### config.mk
export PLATFORM = sky130hd
export DESIGN_NAME = odd_div_clkgen
export DESIGN_NICKNAME = d
export VERILOG_FILES = /design/src/rtl/odd_div_pkg.sv /design/src/rtl/neg_retime.sv /design/src/rtl/odd_div_clkgen.sv
export SDC_FILE = /design/constraint.sdc
export NUM_CORES = 1
export LEC_CHECK = 0
export BUFFER_PORTS_ARGS = -buffer_cell sky130_fd_sc_hd__buf_2
export CAP_MARGIN = 20
export CORE_AREA = 10 10 47 49
export DETAILED_ROUTE_END_ITERATION = 10
export DIE_AREA = 0 0 57 59
export PLACE_DENSITY_LB_ADDON = 0.15
export SLEW_MARGIN = 15
export SYNTH_ARGS = -nofsm -noshare
export SYNTH_HDL_FRONTEND = slang
export SYNTH_SLANG_ARGS = --single-unit
### constraint.sdc
create_clock -name clk -period 1.2 [get_ports clk]
set_input_delay 0.06 -clock clk [delete_from_list [all_inputs] [get_ports clk]]
set_output_delay 0.06 -clock clk [all_outputs]
set_load 0.05 [all_outputs]
### src/rtl/odd_div_pkg.sv
// ----------------------------------------------------------------------------
// odd_div_pkg : state type and count helpers for the odd-N clock divider.
// Rev 1.0
// ----------------------------------------------------------------------------
`default_nettype none

package odd_div_pkg;

    typedef enum logic [1:0] {
        IDLE  = 2'd0,
        RUN   = 2'd1,
        DRAIN = 2'd2
    } state_e;

    function automatic int half_of(input int n);
        return (n - 1) / 2;
    endfunction

    function automatic int next_cnt(input int c, input int n);
        return (c == n - 1) ? 0 : c + 1;
    endfunction

endpackage

`default_nettype wire

### src/rtl/neg_retime.sv
// ----------------------------------------------------------------------------
// neg_retime : single falling-edge flop with async active-low clear.
// Rev 1.0
// ----------------------------------------------------------------------------
`default_nettype none

module neg_retime (
    input  logic clk_i,
    input  logic rst_ni,
    input  logic d_i,
    output logic q_o
);

    logic q_q;

    always_ff @(negedge clk_i or negedge rst_ni) begin
        if (!rst_ni) begin
            q_q <= 1'b0;
        end else begin
            q_q <= d_i;
        end
    end

    assign q_o = q_q;

endmodule

`default_nettype wire

### src/rtl/odd_div_clkgen.sv
// ----------------------------------------------------------------------------
// odd_div_clkgen : 50% duty clk/N output stage with period-aligned gating.
// Optional count-sequence checker: ODD_DIV_SEQ_CHECK_EN.  Rev 1.0
// ----------------------------------------------------------------------------
`default_nettype none

module odd_div_clkgen
    import odd_div_pkg::*;
#(
    parameter int N  = 3,
    parameter int CW = $clog2(N)
) (
    input  logic          clk,
    input  logic          rst,
    input  logic [CW-1:0] cnt,
    input  logic          en,
    output logic          clk_out,
    output logic          active,
    output logic          locked,
    output logic          err
);

    localparam logic [CW-1:0] C_LAST = CW'(N - 1);
    localparam logic [CW-1:0] C_HALF = CW'(half_of(N));

    state_e state_q, state_d;
    logic   active_q;
    logic   pos_q;
    logic   neg_q;
    logic   locked_q, locked_d;
    logic   w_boundary;

    assign w_boundary = (cnt == C_LAST);

    always_comb begin
        state_d = state_q;
        case (state_q)
            IDLE:    if (en && w_boundary) state_d = RUN;
            RUN:     if (!en) state_d = w_boundary ? IDLE : DRAIN;
            DRAIN:   if (w_boundary) state_d = en ? RUN : IDLE;
            default: state_d = IDLE;
        endcase
    end

    // Entering IDLE wins over the boundary that would otherwise set locked.
    always_comb begin
        locked_d = locked_q;
        if (state_d == IDLE) begin
            locked_d = 1'b0;
        end else if (w_boundary && (state_q != IDLE)) begin
            locked_d = 1'b1;
        end
    end

    always_ff @(posedge clk or negedge rst) begin
        if (!rst) begin
            state_q  <= IDLE;
            active_q <= 1'b0;
            pos_q    <= 1'b0;
            locked_q <= 1'b0;
        end else begin
            state_q  <= state_d;
            active_q <= (state_d != IDLE);
            pos_q    <= active_q && (cnt < C_HALF);
            locked_q <= locked_d;
        end
    end

    neg_retime u_neg_retime (
        .clk_i  (clk),
        .rst_ni (rst),
        .d_i    (pos_q),
        .q_o    (neg_q)
    );

    // The falling-edge copy stretches the high phase by half a source period.
    assign clk_out = pos_q | neg_q;
    assign active  = active_q;
    assign locked  = locked_q;

`ifdef ODD_DIV_SEQ_CHECK_EN
    logic [CW-1:0] prev_cnt_q;
    logic          err_q;
    logic          w_seq_bad;

    assign w_seq_bad = (cnt > C_LAST) ||
                       (cnt != CW'(next_cnt(int'(prev_cnt_q), N)));

    always_ff @(posedge clk or negedge rst) begin
        if (!rst) begin
            prev_cnt_q <= C_LAST;
            err_q      <= 1'b0;
        end else begin
            prev_cnt_q <= cnt;
            err_q      <= err_q | w_seq_bad;
        end
    end

    assign err = err_q;
`else
    assign err = 1'b0;
`endif

endmodule

`default_nettype wire

==> results.toml <==
[outcome]
status = "finished, violations left"
violations = "setup timing"

[detailed_routing]
route.detailed.drc = 0
routedWlPerCell_um = 10.7
viasPerCell = 3.71
drt_iter0_drc = 2
firstDrtPassIters = 2
ant_nets = 0
wl_um = 556
vias = 193

[synthesis]
synth_seq_cells = 6
netlist_area_um2 = 269
synth.avg_cell_area_um2 = 10.8
netlist_instances = 25
seq_area_frac_synth_pct = 55.8
ys_warn_count = 0
ys_types = 16
syn_nets = 30

[placement]
portBuffers = 7
dpl.hpwl_um = 444
gp_congestion = 0.772
dpl-instance-area_um2 = 319

[layout]
layout_commonest_cell = "buf_2"
final_area_um2 = 362
final_cell_mix = "buf_2 (6), dfrtp_1 (5), nor2_1 (3), clkbuf_4 (3)"
utilization_pct = 25.8
area_growth_pct = 34.4
drive_gt1_share_pct = 36.1
nets = 42
diodes = 0

[grt]
globalRouteTotalUtil_pct = 3.99
grt_pass1_wl_um = 938
grt_max_degree = 7
antenna_found_initial = 0
grt_remaining_overflow = 0
grt_pass1_vias = 221

[die]
die_w_um = 57
initial_core_util_pct = 19.2
pin_count = 9
coreArea_mm2 = 0.00140
core.rowCount = 14
dieHeight_um = 59
die_area_mm2 = 0.00336

[critical_path]
critPathRequiredTime_ns = 1.14
worst-path-max-fanout = 1
worstPathArrival_ns = 1.54
r2r_cells = 0
startpoint_type = "flop"
crit_type = "reg2out"
end_kind = "primary output"

[pwr]
power_leakage_nw = 0.177
peakVddDrop_mv = 0.491
total_power_uw = 564
p_per_area_mw_per_mm2 = 1560

[cts]
cts_buffers = 3
cts_tree = "done"
cts_buffer_depth = 2
ctsHtreeMaxLevel = 1
clkSinkCount = 6
clock_latency_ns = 0.25
path_clk_slew_ns = 0.04
cts-root-buf = "clkbuf_4"

[sta]
finalHoldViolations = 0
setup_slack_ns = -0.400
finalSetupViolCount = 1
slew_viol_final = 0
rsz0062_at_grt = "true"
hold_slack_ns = 0.0123
fin_skew_ns = 0.0122

[run]
drv_cap = 0

[worst_hold_path]
hold_class = "in2reg"
hold_depth = 2
worst paths after layout:
path	to	slack [ns]	start
max	clk_out	-0.40	u_neg_retime.q_o
min	pos_q	0.01	cnt[1]
max reg2reg	u_neg_retime.q_o	0.08	pos_q
min reg2reg	pos_q	0.56	active
max in group asynchronous	u_neg_retime.q_o	0.38	rst
min in group asynchronous	locked	0.16	rst
state kept, by name, indices dropped and copies added, names as in the netlist:
register          count
state_q               2
u_neg_retime.q_o      1
pos_q                 1
active                1
locked                1
per-layer routing:
| layer | wire [um] | global-route usage [%] | part of all wire [%] | up-vias |
|---|---|---|---|---|
| li1 | - | - | - | 100 |
| met1 | 272 | 4.33 | 49 | 80 |
| met2 | 185 | 3.88 | 33 | 9 |
| met3 | 71 | 2.79 | 13 | 4 |
| met4 | 27 | 6.04 | 4.9 | 0 |
| met5 | 0 | 0 | 0 | - |
timing repair:
item,CTS,global route
hold buffers,1,0
buffers inserted,0,0
setup endpoints to repair,1,1
gates resized for setup,2,0
endpoints found under the hold margin,5,0
critical path: stages, from the launching register on:
cell and delay, ns:
dfrtn_1 0.31, or2_4 0.22, buf_6 0.15
Yosys cell counts, drive strengths merged:
| cell type | n | area (um^2) |
|---|---|---|
| a211oi | 1 | 12.5 |
| a21oi | 2 | 10.0 |
| and2 | 1 | 6.26 |
| buf | 1 | 7.51 |
| conb | 1 | 3.75 |
| dfrtn | 1 | 25.0 |
| dfrtp | 5 | 125 |
| inv | 1 | 3.75 |
| mux2i | 1 | 10.0 |
| nand2 | 2 | 7.51 |
| nand2b | 1 | 6.26 |
| nor2 | 3 | 11.3 |
| nor2b | 1 | 13.8 |
| nor3b | 2 | 15.0 |
| o21ai | 1 | 5.00 |
| or2 | 1 | 6.26 |
kinds of logic after synthesis:
family	synth area share, %
and+or+nand+nor	24.7
DFF	55.8
muxes	3.72
other	1.39
buffers and inverters	4.19
AOI/OAI and AO/OA	10.2
stage by stage:
step | setup WS [ns] | instances | setup TNS (ns)
finish | -0.400 | 52 | -0.400
floorplan | -0.0597 | 25 | -0.0597
detailed placement | -0.187 | 47 | -0.187
global placement | -0.182 | 47 | -0.182
CTS | -0.412 | 52 | -0.412
global route | -0.439 | 52 | -0.439
where the power goes:
group          leakage, nW  internal [mW]  switching (mW)  total [mW]
registers           0.0795          0.221          0.0117       0.233
logic               0.0821         0.0431          0.0820       0.125
clock network       0.0150          0.126          0.0795       0.206
cell type report:
class	instances	area, um^2
fill	152	1040
tap	16	20.0
timing repair buffer	8	51.3
inverter	1	3.75
sequential	6	150
clock buffer	4	26.3
multi-input combinational	17	110
No activity file was read; power rests on OpenSTA's default activity.
